===== src/rtl/rom_arbiter.sv =====
// Two-requester arbiter in front of a pipelined ROM. Requester 0 is the
// display fetch, requester 1 the host/debug port. Grants are combinational;
// the ROM port is registered and read data returns in grant order.
module rom_arbiter #(
    parameter int ADDR_W    = 4,
    parameter int DATA_W    = 8,
    parameter int ROM_LAT   = 1,
    parameter int MAX_BURST = 4
) (
    input  logic              clk,
    input  logic              reset,
    input  logic              flush,
    input  logic              req0,
    input  logic              req1,
    input  logic [ADDR_W-1:0] addr0,
    input  logic [ADDR_W-1:0] addr1,
    output logic              gnt0,
    output logic              gnt1,
    output logic              rvalid0,
    output logic              rvalid1,
    output logic [DATA_W-1:0] rdata0,
    output logic [DATA_W-1:0] rdata1,
    output logic [ADDR_W-1:0] ROM_addr,
    output logic              ROM_re,
    output logic              ROM_ce,
    input  logic [DATA_W-1:0] ROM_data
);

    localparam logic [3:0] BMAX = 4'(MAX_BURST);

    typedef enum logic [1:0] {IDLE = 2'd0, OWN0 = 2'd1, OWN1 = 2'd2} state_t;

    state_t      state, state_nxt;
    logic [3:0]  burst_cnt, burst_nxt;
    logic        last_served;
    logic        own, mine, other;
    logic        gnt_any, gnt_id;
    logic        rom_en;
    logic [ADDR_W-1:0] rom_addr_q;

    // One valid/tag entry per in-flight read; stage k is live k+1 cycles
    // after the grant, so stage ROM_LAT lines up with valid ROM_data.
    logic [ROM_LAT:0] vld_pipe;
    logic [ROM_LAT:0] tag_pipe;

    assign own   = (state == OWN1);
    assign mine  = own ? req1 : req0;
    assign other = own ? req0 : req1;

    assign gnt_any = gnt0 | gnt1;
    assign gnt_id  = gnt1;

    // Grant decision and next-state; flush/reset suppress every grant.
    always_comb begin
        gnt0      = 1'b0;
        gnt1      = 1'b0;
        state_nxt = state;
        burst_nxt = burst_cnt;
        if (!reset && !flush) begin
            case (state)
                IDLE: begin
                    if (req0 && (!req1 || last_served)) begin
                        gnt0      = 1'b1;
                        state_nxt = OWN0;
                        burst_nxt = 4'd1;
                    end else if (req1) begin
                        gnt1      = 1'b1;
                        state_nxt = OWN1;
                        burst_nxt = 4'd1;
                    end
                end
                OWN0, OWN1: begin
                    if (mine && (burst_cnt < BMAX || !other)) begin
                        // Owner keeps the port; count saturates at the cap.
                        if (own) gnt1 = 1'b1;
                        else     gnt0 = 1'b1;
                        if (burst_cnt < BMAX) burst_nxt = burst_cnt + 4'd1;
                    end else if (other) begin
                        // Burst cap hit or owner dropped: hand over this cycle.
                        if (own) begin
                            gnt0      = 1'b1;
                            state_nxt = OWN0;
                        end else begin
                            gnt1      = 1'b1;
                            state_nxt = OWN1;
                        end
                        burst_nxt = 4'd1;
                    end else begin
                        state_nxt = IDLE;
                        burst_nxt = 4'd0;
                    end
                end
                default: begin
                    state_nxt = IDLE;
                    burst_nxt = 4'd0;
                end
            endcase
        end
    end

    // Arbitration state; flush returns to IDLE but keeps fairness history.
    always_ff @(posedge clk) begin
        if (reset) begin
            state       <= IDLE;
            burst_cnt   <= 4'd0;
            last_served <= 1'b1;
        end else begin
            if (flush) begin
                state     <= IDLE;
                burst_cnt <= 4'd0;
            end else begin
                state     <= state_nxt;
                burst_cnt <= burst_nxt;
            end
            if (gnt_any) last_served <= gnt_id;
        end
    end

    // Registered ROM port: strobe for exactly one cycle per transfer.
    always_ff @(posedge clk) begin
        if (reset) begin
            rom_en     <= 1'b0;
            rom_addr_q <= '0;
        end else begin
            rom_en <= gnt_any;
            if (gnt_any) rom_addr_q <= gnt_id ? addr1 : addr0;
        end
    end

    assign ROM_re   = rom_en;
    assign ROM_ce   = rom_en;
    assign ROM_addr = rom_addr_q;

    // In-flight valid shift; flush and reset kill everything in flight.
    always_ff @(posedge clk) begin
        if (reset || flush) vld_pipe <= '0;
        else                vld_pipe <= {vld_pipe[ROM_LAT-1:0], gnt_any};
    end

    // Requester tag rides alongside the valid bit.
    always_ff @(posedge clk) begin
        if (reset) tag_pipe <= '0;
        else       tag_pipe <= {tag_pipe[ROM_LAT-1:0], gnt_id};
    end

    // Return stage: capture ROM data into the tagged requester only.
    always_ff @(posedge clk) begin
        if (reset) begin
            rvalid0 <= 1'b0;
            rvalid1 <= 1'b0;
            rdata0  <= '0;
            rdata1  <= '0;
        end else begin
            rvalid0 <= !flush && vld_pipe[ROM_LAT] && !tag_pipe[ROM_LAT];
            rvalid1 <= !flush && vld_pipe[ROM_LAT] &&  tag_pipe[ROM_LAT];
            if (!flush && vld_pipe[ROM_LAT]) begin
                if (tag_pipe[ROM_LAT]) rdata1 <= ROM_data;
                else                   rdata0 <= ROM_data;
            end
        end
    end

endmodule


===== config.mk =====
export PLATFORM = sky130hd
export DESIGN_NAME = rom_arbiter
export DESIGN_NICKNAME = d
export VERILOG_FILES = /design/src/rtl/rom_arbiter.sv
export SDC_FILE = /design/constraint.sdc
export NUM_CORES = 1
export LEC_CHECK = 0
export ABC_AREA = 1
export ABC_CLOCK_PERIOD_IN_PS = 2150
export CORE_ASPECT_RATIO = 1.4
export CORE_UTILIZATION = 49
export CTS_BUF_LIST = sky130_fd_sc_hd__clkbuf_4 sky130_fd_sc_hd__clkbuf_8
export CTS_CLUSTER_SIZE = 40
export DETAILED_ROUTE_END_ITERATION = 7
export PLACE_DENSITY = 0.85
export SYNTH_ARGS = -nofsm -noshare
export SYNTH_HDL_FRONTEND = slang
export SYNTH_SLANG_ARGS = --single-unit

===== constraint.sdc =====
create_clock -name clk -period 2.15 [get_ports clk]
set_input_delay 0.3225 -clock clk [delete_from_list [all_inputs] [get_ports clk]]
set_output_delay 0.3225 -clock clk [all_outputs]
set_load 0.02 [all_outputs]

==> results of run 1 <==
## metal layers
metal	wire (um)	global-route usage (%)	vias to the layer above
met2	1860	40.7	43
met5	0	0	-
li1	-	-	784
met4	53	8.33	0
met3	153	6.32	6
met1	1420	23.8	665
## report_power, final
| group | switching, uW | internal (uW) | total (uW) |
|---|---|---|---|
| clock network | 225 | 271 | 496 |
| logic | 113 | 111 | 224 |
| registers | 9.40 | 648 | 657 |
| total | 347 | 1030 | 1380 |
## final timing paths
path          startpoint           end  slack [ns]  cells after the start
max reg2reg     state[0]  burst_cnt[2]        0.36                     13
min reg2reg  tag_pipe[0]   tag_pipe[1]        0.41                      2
max             state[0]          gnt1        0.13                     13
min          tag_pipe[0]   tag_pipe[1]        0.41                      2
## tightest hold or removal path, cell delays in order (launching register included)
cell and delay, ns:
dfxtp_1 0.30, inv_1 0.04, nor2_1 0.03
## cells by family after synthesis
family	Yosys count	share of synthesized area, %
simple gates	67	24.6
buf+inv	51	12.5
compound gates	49	16.7
flops	34	41.8
fa+ha+maj	5	3.84
xor+xnor	1	0.538
## sequential cells by signal, summed over array words and instances (netlist names), 2 cells and up
register,flops
rdata1,8
tag_pipe,2
burst_cnt,4
state,2
ROM_addr,4
vld_pipe,2
rdata0,8
## area by class of cell
type	count	area (um2)
fillers	258	826
multi-input cells	122	744
flip-flops and latches	34	682
repair buffers	64	588
inverters	45	169
clock buffers	7	90.1
well taps	39	48.8
clock inverters	1	5.00
## per-stage QoR
| stage | power [uW] | area (um2) | setup slack [ns] | setup TNS (ns) |
|---|---|---|---|---|
| 3_3_place_gp | 892 | 2230 | -0.231 | -0.449 |
| 4_1_cts | 1390 | 2330 | -0.00587 | -0.00587 |
| 5_1_grt | 1430 | 2330 | 0.00524 | 0 |
| 3_5_place_dp | 895 | 2230 | -0.258 | -0.505 |
| 6_report | 1380 | 2330 | 0.126 | 0 |
| 2_1_floorplan | 787 | 1630 | 0.338 | 0 |
## repair_timing
| item | CTS | global route |
|---|---|---|
| pin swaps | 1 | 0 |
| setup buffers | 1 | 0 |
| setup endpoints to repair | 2 | 2 |
| resized for setup | 7 | 4 |
## layout by cell type (no fill, tap or decap), drive strengths merged
cell / instances
ha: 5
nand3: 20
a22oi: 1
nor2: 9
or2: 1
inv: 45
clkdlybuf4s50: 44
o21ai: 22
nand3b: 3
clkbuf: 7
nand4: 1
buf: 20
dfxtp: 34
xor2: 1
nor3: 1
o211ai: 1
a21oi: 25
nand2: 32
clkinv: 1
==> out/metrics.csv, run 1 <==
metric,value,unit
cts_tree,built,
ios,47,
path_clk_slew,0.07,ns
report.final.hold_viol_count,0,
skew,0.00213,ns
utilization,73.8,%
place_hpwl,2730,um
dr.pass1.iters,4,
startpoint_type,flop,
grt_pass1_wl,6040,um
route.detailed.drc,0,
grt_max_degree,18,
yosysMostFrequentCell,inv_1,
cts-buffers-inserted,5,
async_flop_share,0,%
via_per_inst,4.80,
cpPeakStageDelay,0.35,ns
ys_warn_count,0,
power_density,592,nW/um2
gp_congestion,0.921,
maxCapViolations,0,
p_leak,0.00104,uW
start_util,51.7,%
holdBufCountCts,0,
final_nets,298,
synth.area.top_cells,"dfxtp_1 42%, inv_1 9.7%, o21ai_0 6.5%, a21oi_1 6.1%, nand2_1 5.3%",
antenna_found_initial,0,
area_growth,42.9,%
dieArea,3560,um2
num_vias,1498,
endpoint_kind,output pin,
vdd_drop_max,0.513,mV
synth_nets,233,
rows,24,
ys_seq_area_share,41.8,%
hold_class,flop to flop,
die_w,50.7,um
setup_viol,0,
outcome,"finished, final reports clean",
insertion_delay,0.28,ns
synth_area,1630,um2
post-route-period-util,94.1,%
post-route-min-period,2.02,ns
clockBufferDepth,2,
ant_nets,0,
cp_num_buf_inv,4,
routed_wirelength,3480,um
syn_area_per_cell,7.87,um2
drive_gt1_share,20.9,%
core,3150,um2
synth_flop_cell,dfxtp_1,
tightest_slew,0.579,ns
cp_slowest_cell,dfxtp_1,
wl_per_cell,11.2,um
n_antenna_cell,0,
dp.cells,303,
grt.overflow.total,0,
htreeDepth,2,
path_cells,inv_2 -> ha_1 -> inv_1 -> nand2_1 -> nand2_2 -> nand2_4 -> nand3_4 -> nand2_2 -> nand2_2 -> nand2_4 -> nand2_4 -> inv_1 -> buf_2,
cts-root-buf,clkbuf_8,
layoutNonFillerInstCount,312,
synth.top_cell.area_share,41.8,%
cp.arrival,1.70,ns
required,1.83,ns
worstSetupPathType,flop to output pin,
yosysTopAreaCell,dfxtp_1,
critical-path-top-delay-family,simple AND/OR/NAND/NOR gates,
ys_types,28,
grt_pass1_vias,1474,
cp_max_fo,4,
rsz0062_at_grt,no,
drtIter0Drc,26,
synth_common_cells,"42 x inv_1, 34 x dfxtp_1, 23 x nand2_1",
portBuffers,46,
die_h,70.2,um
relSlewSlack,61.3,%
drv_slew,0,
grt.total_usage,22.4,%
holdWs,0.415,ns
synth_edf_count,0,
clock-sinks,34,
syn_inst,207,
fmax,494,MHz
ys_ff_latch,34,
Power figures use the tool's default switching activity.
==> run 2, diff against run 1 <==
--- a/config.mk
+++ b/config.mk
@@ -10,9 +10,12 @@
 export CORE_ASPECT_RATIO = 1.4
 export CORE_UTILIZATION = 49
 export CTS_BUF_LIST = sky130_fd_sc_hd__clkbuf_4 sky130_fd_sc_hd__clkbuf_8
+export CTS_CLUSTER_DIAMETER = 50
 export CTS_CLUSTER_SIZE = 40
 export DETAILED_ROUTE_END_ITERATION = 7
 export PLACE_DENSITY = 0.85
+export SKIP_CTS_REPAIR_TIMING = 1
+export SKIP_LAST_GASP = 1
 export SYNTH_ARGS = -nofsm -noshare
 export SYNTH_HDL_FRONTEND = slang
 export SYNTH_SLANG_ARGS = --single-unit
==> run 2 against run 1 <==
Effect of this change: wire length is 1.3% higher; clock skew hardly changed; utilization is 0.079 points higher; first-iteration DRC count is 65% higher; worst setup slack worse by 0.0099 ns; flip-flop and latch count stayed put; largest cell class unchanged.
==> out/metrics.csv, run 2 (same netlist as run 1, synthesis figures left out) <==
metric,value,unit,change
outcome,"finished, final reports clean",,
total_power,1380,uW,about the same
maxCapViolations,0,,unchanged
area_growth,43.0,%,
die_w,50.7,um,unchanged
placed_area,2230,um2,unchanged
cp_max_fo,4,,unchanged
rsz0062_at_grt,no,,
drv_slew,0,,unchanged
rows,24,,unchanged
cts-root-buf,clkbuf_8,,
cts-buffers-inserted,5,,unchanged
vdd_drop_max,0.514,mV,+0.12%
power_frac_clock,36.0,%,about the same
htreeDepth,2,,unchanged
seqPwrFrac,47.7,%,about the same
final_cell_mix,"44 x clkdlybuf4s50_1, 41 x inv_1, 33 x dfxtp_1, 23 x nand2_1, 21 x o21ai_0",,
ant_nets,0,,unchanged
final_cell_area,2330,um2,+0.11%
startpoint_type,flop,,
core,3150,um2,unchanged
tightest_slew,0.589,ns,+0.0102 ns
portBuffers,46,,unchanged
dieArea,3560,um2,unchanged
n_antenna_cell,0,,unchanged
post-route-min-period,2.03,ns,+0.00987 ns
die_h,70.2,um,unchanged
post-route-period-util,94.6,%,+0.46 points
final_nets,297,,-0.34%
drtIter0Drc,43,,+65%
p_leak,0.00103,uW,-0.46%
place_hpwl,2730,um,unchanged
min_path_cells,2,,unchanged
start_util,51.7,%,unchanged
fmax,492,MHz,-0.49%
drive_gt1_share,21.0,%,+0.077 points
path_clk_slew,0.07,ns,about the same
r2r_cells,13,,unchanged
insertion_delay,0.28,ns,about the same
grt.total_usage,22.4,%,unchanged
hold_class,flop to flop,,
cts_tree,built,,
cp.arrival,1.71,ns,about the same
p_sw_share,25.3,%,+0.079 points
grt_pass1_vias,1476,,+0.14%
relSlewSlack,60.6,%,-0.68 points
grt.overflow.total,0,,unchanged
antenna_found_initial,0,,unchanged
endpoint_kind,output pin,,
ios,47,,unchanged
gp_congestion,0.921,,unchanged
num_vias,1506,,+0.53%
grt_max_degree,18,,unchanged
route.detailed.drc,0,,unchanged
grt_pass1_wl,6040,um,unchanged
p_sw,349,uW,+0.34%
clockBufferDepth,2,,unchanged
skew,0.00183,ns,-0.000305 ns
routed_wirelength,3530,um,+1.3%
required,1.83,ns,about the same
clock-sinks,34,,unchanged
setup_viol,0,,unchanged
power_density,591,nW/um2,about the same
final_common_cell,clkdlybuf4s50_1,,
dp.cells,303,,unchanged
report.final.hold_viol_count,0,,unchanged
dr.pass1.iters,4,,unchanged
worstSetupPathType,flop to output pin,,
via_per_inst,4.84,,+0.86%
wl_per_cell,11.3,um,+1.6%
layoutNonFillerInstCount,311,,-0.32%
reg_top3,"rdata0 (8), rdata1 (8)",,
intPower,1030,uW,about the same
combPwrFrac,16.3,%,about the same
[run 2: cell count changes in the layout (fill, tap and decap cells not counted), sizes merged]
cell,before,now
buf,20,19
[run 2: path summary, 6_finish.rpt]
kind                             startpoint  slack, ns            to
worst max-delay path               state[0]       0.12          gnt1
worst min-delay path            tag_pipe[0]       0.41   tag_pipe[1]
worst max register to register     state[0]       0.35  burst_cnt[2]
worst min register to register  tag_pipe[0]       0.41   tag_pipe[1]
[run 2: power by group through the flow]
stage / Sequential (uW) / Clock, uW / Combinational (uW)
detailed placement: 671 / 0 / 223
floorplan: 683 / 0 / 104
global placement: 671 / 0 / 221
finish: 657 / 496 / 225
global route: 658 / 530 / 246
CTS: 657 / 508 / 225
[run 2: area by class of cell]
class                           count  area [um2]
Sequential cell                    34         682
Fill cell                         257         823
Multi-Input combinational cell    122         754
Timing Repair Buffer               63         581
Clock inverter                      1        5.00
Inverter                           45         169
Clock buffer                        7        90.1
Tap cell                           39        48.8
[run 2: critical path, stage by stage, from the launching register on]
cell and delay [ns]:
dfxtp_1 0.35, inv_2 0.06, ha_1 0.21, inv_1 0.09, nand2_1 0.07, nand2_2 0.10, nand2_4 0.07, nand3_4 0.07
nand2_2 0.05, nand2_2 0.07, nand2_4 0.06, nand2_4 0.05, inv_1 0.03, buf_2 0.14
[run 2: metrics by stage]
stage               setup TNS [ns]  util, %  hold slack (ns)  setup slack (ns)
floorplan                        0        -            0.388             0.338
global placement            -0.449     70.8            0.391            -0.231
detailed placement          -0.505     70.8            0.403            -0.258
CTS                         -0.741     73.8            0.414            -0.379
global route                     0     73.9            0.437           0.00174
finish                           0     73.9            0.414             0.116
[run 2: routing by layer]
layer,routed length [um],track usage (%),vias up
met1,1420,23.6,674
met5,0,0,-
met3,151,6.32,6
met4,53,8.33,0
li1,-,-,781
met2,1900,40.9,45
==> run 3, diff against run 2 <==
--- a/config.mk
+++ b/config.mk
@@ -19,3 +19,4 @@
 export SYNTH_ARGS = -nofsm -noshare
 export SYNTH_HDL_FRONTEND = slang
 export SYNTH_SLANG_ARGS = --single-unit
+export TNS_END_PERCENT = 50
==> run 3 against run 2 <==
Effect of this change: non-clock buffer count unchanged; largest power group unchanged; clock power about the same; largest cell class unchanged; global-route usage unchanged; combinational power about the same.
==> out/metrics.csv, run 3 (same netlist as run 1, synthesis figures left out) <==
metric,value,unit,change
setup_slack,0.117,ns,+0.00127 ns
dpl_worst_slack,-0.258,ns,unchanged
route.detailed.drc,0,,unchanged
fill_cells,257,,unchanged
final_nets,297,,unchanged
gp_congestion,0.921,,unchanged
wl_met2,1900,um,unchanged
setup_tns,0,ns,unchanged
r2r_cells,13,,unchanged
cpPeakStageDelay,0.35,ns,about the same
n_antenna_cell,0,,unchanged
die_h,70.2,um,unchanged
maxCapViolations,0,,unchanged
ios,47,,unchanged
grt.total_usage,22.4,%,unchanged
dieArea,3560,um2,unchanged
wl_met3,151,um,unchanged
core,3150,um2,unchanged
num_vias,1506,,unchanged
wl_per_cell,11.3,um,unchanged
die_w,50.7,um,unchanged
portBuffers,46,,unchanged
cp_num_buf_inv,4,,unchanged
routed.top_layer,met4,,
vdd_drop_max,0.514,mV,about the same
post-route-min-period,2.03,ns,-0.00128 ns
fmax,492,MHz,about the same
worstSetupPathType,flop to output pin,,
placed_area,2230,um2,unchanged
p_leak,0.00103,uW,about the same
routed_wirelength,3530,um,unchanged
clockBufferDepth,2,,unchanged
clock-sinks,34,,unchanged
drv_slew,0,,unchanged
relSlewSlack,60.6,%,unchanged
reg_top3,"rdata0 (8), rdata1 (8)",,
place_hpwl,2730,um,unchanged
area_growth,43.0,%,unchanged
final_cell_mix,"44 x clkdlybuf4s50_1, 41 x inv_1, 33 x dfxtp_1, 23 x nand2_1, 21 x o21ai_0",,
cp_slowest_cell,dfxtp_1,,
setup_viol,0,,unchanged
grt.overflow.total,0,,unchanged
rows,24,,unchanged
grt_pass1_wl,6040,um,unchanged
path_cells,inv_2 -> ha_1 -> inv_1 -> nand2_1 -> nand2_2 -> nand2_4 -> nand3_4 -> nand2_2 -> nand2_2 -> nand2_4 -> nand2_4 -> inv_1 -> clkbuf_2,,
via_per_inst,4.84,,unchanged
power_density,591,nW/um2,about the same
final_common_cell,clkdlybuf4s50_1,,
rsz0062_at_grt,yes,,
critical-path-top-delay-family,simple AND/OR/NAND/NOR gates,,
htreeDepth,2,,unchanged
antenna_found_initial,0,,unchanged
dr.pass1.iters,4,,unchanged
startpoint_type,flop,,
drive_gt1_share,21.0,%,unchanged
cts-buffers-inserted,5,,unchanged
wl_met1,1420,um,unchanged
report.final.hold_viol_count,0,,unchanged
drtIter0Drc,43,,unchanged
cts-root-buf,clkbuf_8,,
post-route-period-util,94.5,%,about the same
min_path_cells,2,,unchanged
endpoint_kind,output pin,,
required,1.83,ns,about the same
cts_tree,built,,
skew,0.00183,ns,unchanged
path_clk_slew,0.07,ns,about the same
ant_nets,0,,unchanged
final_cell_area,2330,um2,unchanged
tightest_slew,0.589,ns,unchanged
cp_max_fo,4,,unchanged
hold_class,flop to flop,,
outcome,"finished, final reports clean",,
grt_max_degree,18,,unchanged
grt_pass1_vias,1476,,unchanged
cp.arrival,1.71,ns,about the same
insertion_delay,0.28,ns,about the same
start_util,51.7,%,unchanged
cp.depth,13,,unchanged
run 3: report_power, final:
part	total, uW	internal [uW]	leakage, uW	switching [uW]
sequential	657	648	0.000276	9.42
clock	496	271	0.0000517	225
combinational	225	110	0.000702	114
total	1380	1030	0.00103	349
run 3: worst paths after layout:
kind	startpoint	to	slack, ns
min	tag_pipe[0]	tag_pipe[1]	0.41
max reg2reg	state[0]	burst_cnt[2]	0.35
max	state[0]	gnt1	0.12
min reg2reg	tag_pipe[0]	tag_pipe[1]	0.41
run 3: worst min-delay path, stage by stage (launching register included):
cell and delay, ns:
dfxtp_1 0.30, inv_1 0.04, nor2_1 0.03
run 3: per-stage QoR:
stage               power (uW)  util (%)  std cells  hold slack, ns
floorplan                  787         -        207           0.388
global placement           892      70.8        303           0.391
detailed placement         895      70.8        303           0.403
CTS                       1390      73.8        311           0.414
global route              1430      73.9        311           0.437
finish                    1380      73.9        311           0.414
run 3: layout make-up:
type / instances / area, um2 / area share [%]
well taps: 39 / 48.8 / 2.09
clock inverters: 1 / 5.00 / 0.215
flip-flops and latches: 34 / 682 / 29.3
inverters: 45 / 169 / 7.25
multi-input cells: 122 / 754 / 32.4
repair buffers: 63 / 581 / 24.9
clock buffers: 7 / 90.1 / 3.87
run 3: metal layers:
layer  vias up  track usage [%]
li1        781                -
met3         6             6.32
met2        45             40.9
met4         0             8.33
met5         -                0
met1       674             23.6
